### config.mk
export PLATFORM = sky130hd
export DESIGN_NAME = fanin_merge_flat
export DESIGN_NICKNAME = d
export VERILOG_FILES = /design/src/rtl/fanin_merge_if.sv /design/src/rtl/fanin_merge.sv /design/src/flat_wrapper.sv
export SDC_FILE = /design/constraint.sdc
export NUM_CORES = 1
export LEC_CHECK = 0
export CORE_ASPECT_RATIO = 0.7
export CORE_UTILIZATION = 47
export DETAILED_ROUTE_END_ITERATION = 6
export PLACE_DENSITY_LB_ADDON = 0.08
export SLEW_MARGIN = 10
export SYNTH_ARGS = -nofsm -noshare
export SYNTH_HDL_FRONTEND = slang
export SYNTH_SLANG_ARGS = --single-unit
### constraint.sdc
create_clock -name clk -period 4.8 [get_ports clk]
set_input_delay 0.48 -clock clk [delete_from_list [all_inputs] [get_ports clk]]
set_output_delay 0.48 -clock clk [all_outputs]
set_load 0.02 [all_outputs]
### src/rtl/fanin_merge_if.sv
// Handshake bundle between NUM_IN producers, the fan-in merge and a single consumer.
// The master side drives producer traffic and consumer ready; the slave side is the merge.
interface fanin_merge_if #(
    parameter int NUM_IN     = 6,
    parameter int DATA_WIDTH = 17
);
    logic [NUM_IN-1:0]            cfg_en;
    logic [NUM_IN-1:0]            in_valid;
    logic [NUM_IN*DATA_WIDTH-1:0] in_data;
    logic [NUM_IN-1:0]            in_ready;
    logic                         out_valid;
    logic [DATA_WIDTH-1:0]        out_data;
    logic [2:0]                   out_src;
    logic                         out_ready;

    modport master (
        output cfg_en,
        output in_valid,
        output in_data,
        output out_ready,
        input  in_ready,
        input  out_valid,
        input  out_data,
        input  out_src
    );

    modport slave (
        input  cfg_en,
        input  in_valid,
        input  in_data,
        input  out_ready,
        output in_ready,
        output out_valid,
        output out_data,
        output out_src
    );
endinterface

### src/rtl/fanin_merge.sv
// Round-robin merge of NUM_IN valid/ready producers into one stream through a
// 2-entry FIFO that tags each payload with the index of the channel it came from.
module fanin_merge #(
    parameter int NUM_IN     = 6,
    parameter int DATA_WIDTH = 17
) (
    input  logic         clk,
    input  logic         rst_n,
    input  logic         flush,
    fanin_merge_if.slave bus
);
    localparam int SRC_W = 3;

    // First requesting channel at or after ptr, wrapping; MSB flags that one was found.
    function automatic logic [SRC_W:0] rr_pick(
        input logic [NUM_IN-1:0] req,
        input logic [SRC_W-1:0]  ptr
    );
        logic [SRC_W:0] res;
        int             sum;
        int             idx;
        res = '0;
        for (int k = NUM_IN - 1; k >= 0; k--) begin
            sum = int'(ptr) + k;
            idx = (sum >= NUM_IN) ? (sum - NUM_IN) : sum;
            res = req[idx] ? {1'b1, SRC_W'(idx)} : res;
        end
        return res;
    endfunction

    function automatic logic [SRC_W-1:0] ptr_after(input logic [SRC_W-1:0] g);
        return (g == SRC_W'(NUM_IN - 1)) ? 3'd0 : (g + 3'd1);
    endfunction

    logic [SRC_W-1:0]      rr_ptr_r;
    logic [1:0]            count_r;
    logic                  out_valid_r;
    logic [DATA_WIDTH-1:0] data0_r;
    logic [DATA_WIDTH-1:0] data1_r;
    logic [SRC_W-1:0]      src0_r;
    logic [SRC_W-1:0]      src1_r;

    logic [NUM_IN-1:0]     req_s;
    logic [NUM_IN-1:0]     grant_s;
    logic [SRC_W:0]        pick_s;
    logic                  push_s;
    logic                  pop_s;
    logic [SRC_W-1:0]      grant_idx_s;
    logic [DATA_WIDTH-1:0] sel_data_s;

    // Arbitration: a grant is offered only with room in the FIFO and no flush or reset.
    always_comb begin
        req_s       = bus.cfg_en & bus.in_valid;
        pick_s      = rr_pick(req_s, rr_ptr_r);
        grant_idx_s = pick_s[SRC_W-1:0];
        grant_s     = '0;
        push_s      = 1'b0;
        if (rst_n && !flush && (count_r != 2'd2) && pick_s[SRC_W]) begin
            grant_s[grant_idx_s] = 1'b1;
            push_s               = 1'b1;
        end else begin
            grant_s = '0;
            push_s  = 1'b0;
        end
    end

    // Payload mux for the granted channel.
    always_comb begin
        sel_data_s = '0;
        for (int i = 0; i < NUM_IN; i++) begin
            if (grant_s[i]) begin
                sel_data_s = bus.in_data[i*DATA_WIDTH +: DATA_WIDTH];
            end else begin
                sel_data_s = sel_data_s;
            end
        end
    end

    assign pop_s = out_valid_r & bus.out_ready;

    // Round-robin pointer: moves past the granted channel only when a push happens.
    always_ff @(posedge clk or negedge rst_n) begin
        if (!rst_n) begin
            rr_ptr_r <= 3'd0;
        end else if (flush) begin
            rr_ptr_r <= 3'd0;
        end else if (push_s) begin
            rr_ptr_r <= ptr_after(grant_idx_s);
        end else begin
            rr_ptr_r <= rr_ptr_r;
        end
    end

    // Occupancy and head-valid; flush wins over a simultaneous pop.
    always_ff @(posedge clk or negedge rst_n) begin
        if (!rst_n) begin
            count_r     <= 2'd0;
            out_valid_r <= 1'b0;
        end else if (flush) begin
            count_r     <= 2'd0;
            out_valid_r <= 1'b0;
        end else begin
            case ({push_s, pop_s})
                2'b10: begin
                    count_r     <= count_r + 2'd1;
                    out_valid_r <= 1'b1;
                end
                2'b01: begin
                    count_r     <= count_r - 2'd1;
                    out_valid_r <= (count_r == 2'd2);
                end
                default: begin
                    count_r     <= count_r;
                    out_valid_r <= out_valid_r;
                end
            endcase
        end
    end

    // Shift-style storage: entry 0 is always the head, so outputs come straight from flops.
    always_ff @(posedge clk or negedge rst_n) begin
        if (!rst_n) begin
            data0_r <= '0;
            src0_r  <= 3'd0;
            data1_r <= '0;
            src1_r  <= 3'd0;
        end else if (flush) begin
            data0_r <= data0_r;
            src0_r  <= src0_r;
            data1_r <= data1_r;
            src1_r  <= src1_r;
        end else begin
            case ({push_s, pop_s})
                2'b10: begin
                    if (count_r == 2'd0) begin
                        data0_r <= sel_data_s;
                        src0_r  <= grant_idx_s;
                        data1_r <= data1_r;
                        src1_r  <= src1_r;
                    end else begin
                        data0_r <= data0_r;
                        src0_r  <= src0_r;
                        data1_r <= sel_data_s;
                        src1_r  <= grant_idx_s;
                    end
                end
                2'b01: begin
                    data0_r <= data1_r;
                    src0_r  <= src1_r;
                    data1_r <= data1_r;
                    src1_r  <= src1_r;
                end
                // Push with pop only happens at count 1: the new entry becomes the head.
                2'b11: begin
                    data0_r <= (count_r == 2'd1) ? sel_data_s : data1_r;
                    src0_r  <= (count_r == 2'd1) ? grant_idx_s : src1_r;
                    data1_r <= sel_data_s;
                    src1_r  <= grant_idx_s;
                end
                default: begin
                    data0_r <= data0_r;
                    src0_r  <= src0_r;
                    data1_r <= data1_r;
                    src1_r  <= src1_r;
                end
            endcase
        end
    end

    assign bus.in_ready  = grant_s;
    assign bus.out_valid = out_valid_r;
    assign bus.out_data  = data0_r;
    assign bus.out_src   = src0_r;

endmodule

### src/flat_wrapper.sv
// flat-port wrapper written by rule: the top's interface ports become plain ports
module fanin_merge_flat 
#(
    parameter int NUM_IN     = 6,
    parameter int DATA_WIDTH = 17
)
  (clk, rst_n, flush, bus_cfg_en, bus_in_valid, bus_in_data, bus_out_ready, bus_in_ready, bus_out_valid, bus_out_data, bus_out_src);
  fanin_merge_if #(.NUM_IN(NUM_IN), .DATA_WIDTH(DATA_WIDTH)) bus_i ();
  input  logic clk;
  input  logic rst_n;
  input  logic flush;
  input wire logic [$bits(bus_i.cfg_en)-1:0] bus_cfg_en;
  input wire logic [$bits(bus_i.in_valid)-1:0] bus_in_valid;
  input wire logic [$bits(bus_i.in_data)-1:0] bus_in_data;
  input wire logic [$bits(bus_i.out_ready)-1:0] bus_out_ready;
  output wire logic [$bits(bus_i.in_ready)-1:0] bus_in_ready;
  output wire logic [$bits(bus_i.out_valid)-1:0] bus_out_valid;
  output wire logic [$bits(bus_i.out_data)-1:0] bus_out_data;
  output wire logic [$bits(bus_i.out_src)-1:0] bus_out_src;
  assign bus_i.cfg_en = bus_cfg_en;
  assign bus_i.in_valid = bus_in_valid;
  assign bus_i.in_data = bus_in_data;
  assign bus_i.out_ready = bus_out_ready;
  assign bus_in_ready = bus_i.in_ready;
  assign bus_out_valid = bus_i.out_valid;
  assign bus_out_data = bus_i.out_data;
  assign bus_out_src = bus_i.out_src;
  fanin_merge #(.NUM_IN(NUM_IN), .DATA_WIDTH(DATA_WIDTH)) u_core (.clk(clk), .rst_n(rst_n), .flush(flush), .bus(bus_i));
endmodule
==> out/results.ini <==
[run_status]
status=completed

[setup_path]
cp-start-kind=register
crit_required_ns=4.32
cp_max_fo=11
path_cells=clkinv_1 -> ha_2 -> inv_1 -> ha_1 -> a21oi_1 -> a2bb2oi_1 -> o21ai_0 -> o2111a_1 -> nor3_2 -> o21ai_1 -> nor2b_1 -> clkdlybuf4s50_1
crit_cells=12
end_kind=output pin
critPathArrivalTime_ns=4.05
cp_top_family=compound AO/OA/AOI/OAI gates
reg2regPathDepth=15
slowest_delay_ns=0.65
crit_path_top_delay_cell=clkdlybuf4s50_1
crit_buf_inv=3
critPathKind=register to output pin

[routing]
wirelength_mm=17.1
postRouteAntennaNets=0
viasPerCell=6.59
dr.pass1.iters=6
drtIter0Drc=570
vias=5449
route.detailed.drc=0
routedWlPerCell_um=20.7

[clocking]
cts_hold_buf=0
insertion_delay_ns=0.29
cts_buffers=5
cts.root.buffer_cell=clkbuf_16
cts_tree=yes
cts_buffer_depth=2
cts.sinks=46
htree_levels=2
cts.clk_slew.worst_paths_ns=0.06

[final_layout]
nets=837
num_antenna_cells=0
drive_gt1_frac=0.0967
areaGrowthSynthToFinish_pct=41.4

[placement]
place.gp.congestion=1.05
place_hpwl_mm=13.2
portBuffers=144

[sta]
hold_viol_final=0
rsz0062_at_grt=no
min_period_ns=4.53
fmax_mhz=221
slew_viol_final=0
finalSetupTns_ns=0
min_period_over_period=0.944
maxSlewHeadroom=0.417
finClkSkew_ns=0.00390
tightestPinTransition_ns=0.874
hold_slack_ns=0.123
setup_viol=0

[logic_synthesis]
synth.distinct_cells=73
syn_nets=698
yosysSeqAreaShare=0.263
ys_ff_latch=46
synth_cells=564
syn_area_um2=4370
ys.flop_type=dfrtp_1
synth_edf_count=0
synth.avg_cell_area_um2=7.75
synth_area_leaders=dfrtp_1 26%, o21ai_0 6.4%, nand2_1 6.1%
yosysTopAreaCellShare=0.263
synthArstFlopShare=1.00
ys_warn_count=0
yosys.area.top_type=dfrtp_1

[flow_run]
drv_cap=0

[grt]
grt_pass1_wl_mm=26.4
grt-ovfl-total=0
grt_usage=0.362
antenna_found_initial=0
grt_pass1_vias=4987
grt_max_degree=32

[floorplanning]
die_x_um=117
num_rows=29
die_area_um2=9700
core_region_area_um2=9030
die_h_um=82.7
start_util=0.484
ioPinCount=145

[pwr]
p_leak_nw=2.42
power_density_nw_per_um2=709
ir_drop_mv=0.421

[hold_path]
min_path_type=input port to asynchronous set/reset pin

==> cells by family after synthesis <==
family	synth area share
adders and majority gates	0.0458
buffers and inverters	0.0624
and+or+nand+nor	0.193
xor gates and xnor gates	0.0137
muxes	0.0223
DFF	0.263
AOI/OAI and AO/OA	0.399
==> repair_timing <==
item	4_1_cts	5_1_grt
resized for setup	1	12
pin swaps	0	1
buffers inserted	0	0
endpoints found under the setup margin	1	6
==> final timing paths <==
check	start	to	slack, ns
min reg2reg	u_core.bus.out_data[7]$_DFFE_PN0P_	u_core.bus.out_data[7]$_DFFE_PN0P_	0.49
min	rst_n	u_core.bus.out_src[0]$_DFFE_PN0P_	0.12
min in group clk	u_core.bus.out_data[7]$_DFFE_PN0P_	u_core.bus.out_data[7]$_DFFE_PN0P_	0.49
max	u_core.rr_ptr_r[1]$_DFFE_PN0P_	bus_in_ready[3]	0.27
max in group asynchronous	rst_n	u_core.rr_ptr_r[0]$_DFFE_PN0P_	3.89
max reg2reg	u_core.rr_ptr_r[0]$_DFFE_PN0P_	u_core.bus.out_data[11]$_DFFE_PN0P_	0.59
==> cell usage in the layout (no fill, tap or decap), types with 5 or more instances in the layout <==
cell type        instances
and2_1                   7
and3_1                   5
clkdlybuf4s50_1        140
a2111oi_0               18
nor2_1                  41
o2111ai_1                7
o21ai_1                  7
a21oi_1                 22
nand2_1                 71
dfrtp_1                 45
inv_1                   27
o221ai_1                 6
a32o_1                   5
a22oi_1                  8
nand3_1                 27
a211oi_1                11
o2bb2ai_1                8
a221oi_1                 5
ha_1                    15
clkbuf_16                5
nand4_1                  6
a32oi_1                 14
o211ai_1                17
nor3_1                   6
buf_4                   26
o21ai_0                 55
o21a_1                  10
==> metrics by stage <==
step	util	cell area (um^2)	setup slack [ns]	power, mW	instances
6_report	0.684	6180	0.271	4.38	827
4_1_cts	0.679	6140	0.0244	4.23	827
5_1_grt	0.684	6180	0.0524	4.69	827
2_1_floorplan	-	4370	0.744	2.80	564
3_5_place_dp	0.664	6000	0.219	3.88	820
3_3_place_gp	0.664	6000	0.288	3.79	820
==> registers in the layout, indices dropped and copies added (netlist names) <==
signal,cells
u_core.bus.out_data,17
u_core.count_r,2
u_core.src1_r,3
u_core.data1_r,17
u_core.bus.out_valid,1
u_core.rr_ptr_r,3
u_core.bus.out_src,3
==> synthesized netlist by cell type (all sizes together), types with 4 or more instances <==
cell	number
xnor2	4
a32o	5
a21oi	25
nor3	8
o21a	11
o2bb2ai	8
buf	15
nand2	72
a31o	4
a21o	4
a41oi	4
a211oi	13
nor2	41
nor4	4
a2111oi	20
o2111ai	7
clkbuf	23
nand4	6
o211ai	17
inv	28
nand3	27
and2	7
dfrtp	46
a211o	4
o21ai	64
a22oi	8
o221ai	6
a221oi	5
ha	16
and3	5
a32oi	14
==> cell type report <==
| class | instances | area [um^2] |
|---|---|---|
| clock buffer | 5 | 125 |
| inverter | 29 | 109 |
| multi-input combinational | 451 | 2990 |
| timing repair buffer | 170 | 1640 |
| tap | 124 | 155 |
| sequential | 46 | 1150 |
| clock inverter | 2 | 10.0 |
| fill | 741 | 2850 |
==> where the power goes <==
group | internal, mW | leakage, nW | switching, mW
clock | 0.189 | 0.0694 | 0.150
sequential | 0.549 | 0.607 | 0.107
combinational | 1.25 | 1.74 | 2.14
total | 1.99 | 2.42 | 2.39
==> routing by layer <==
metal	track usage	wire (um)
met2	0.545	7210
met3	0.0927	1960
met5	0	0
met4	0.152	565
met1	0.492	7360
(Power assumes the default switching activity.)
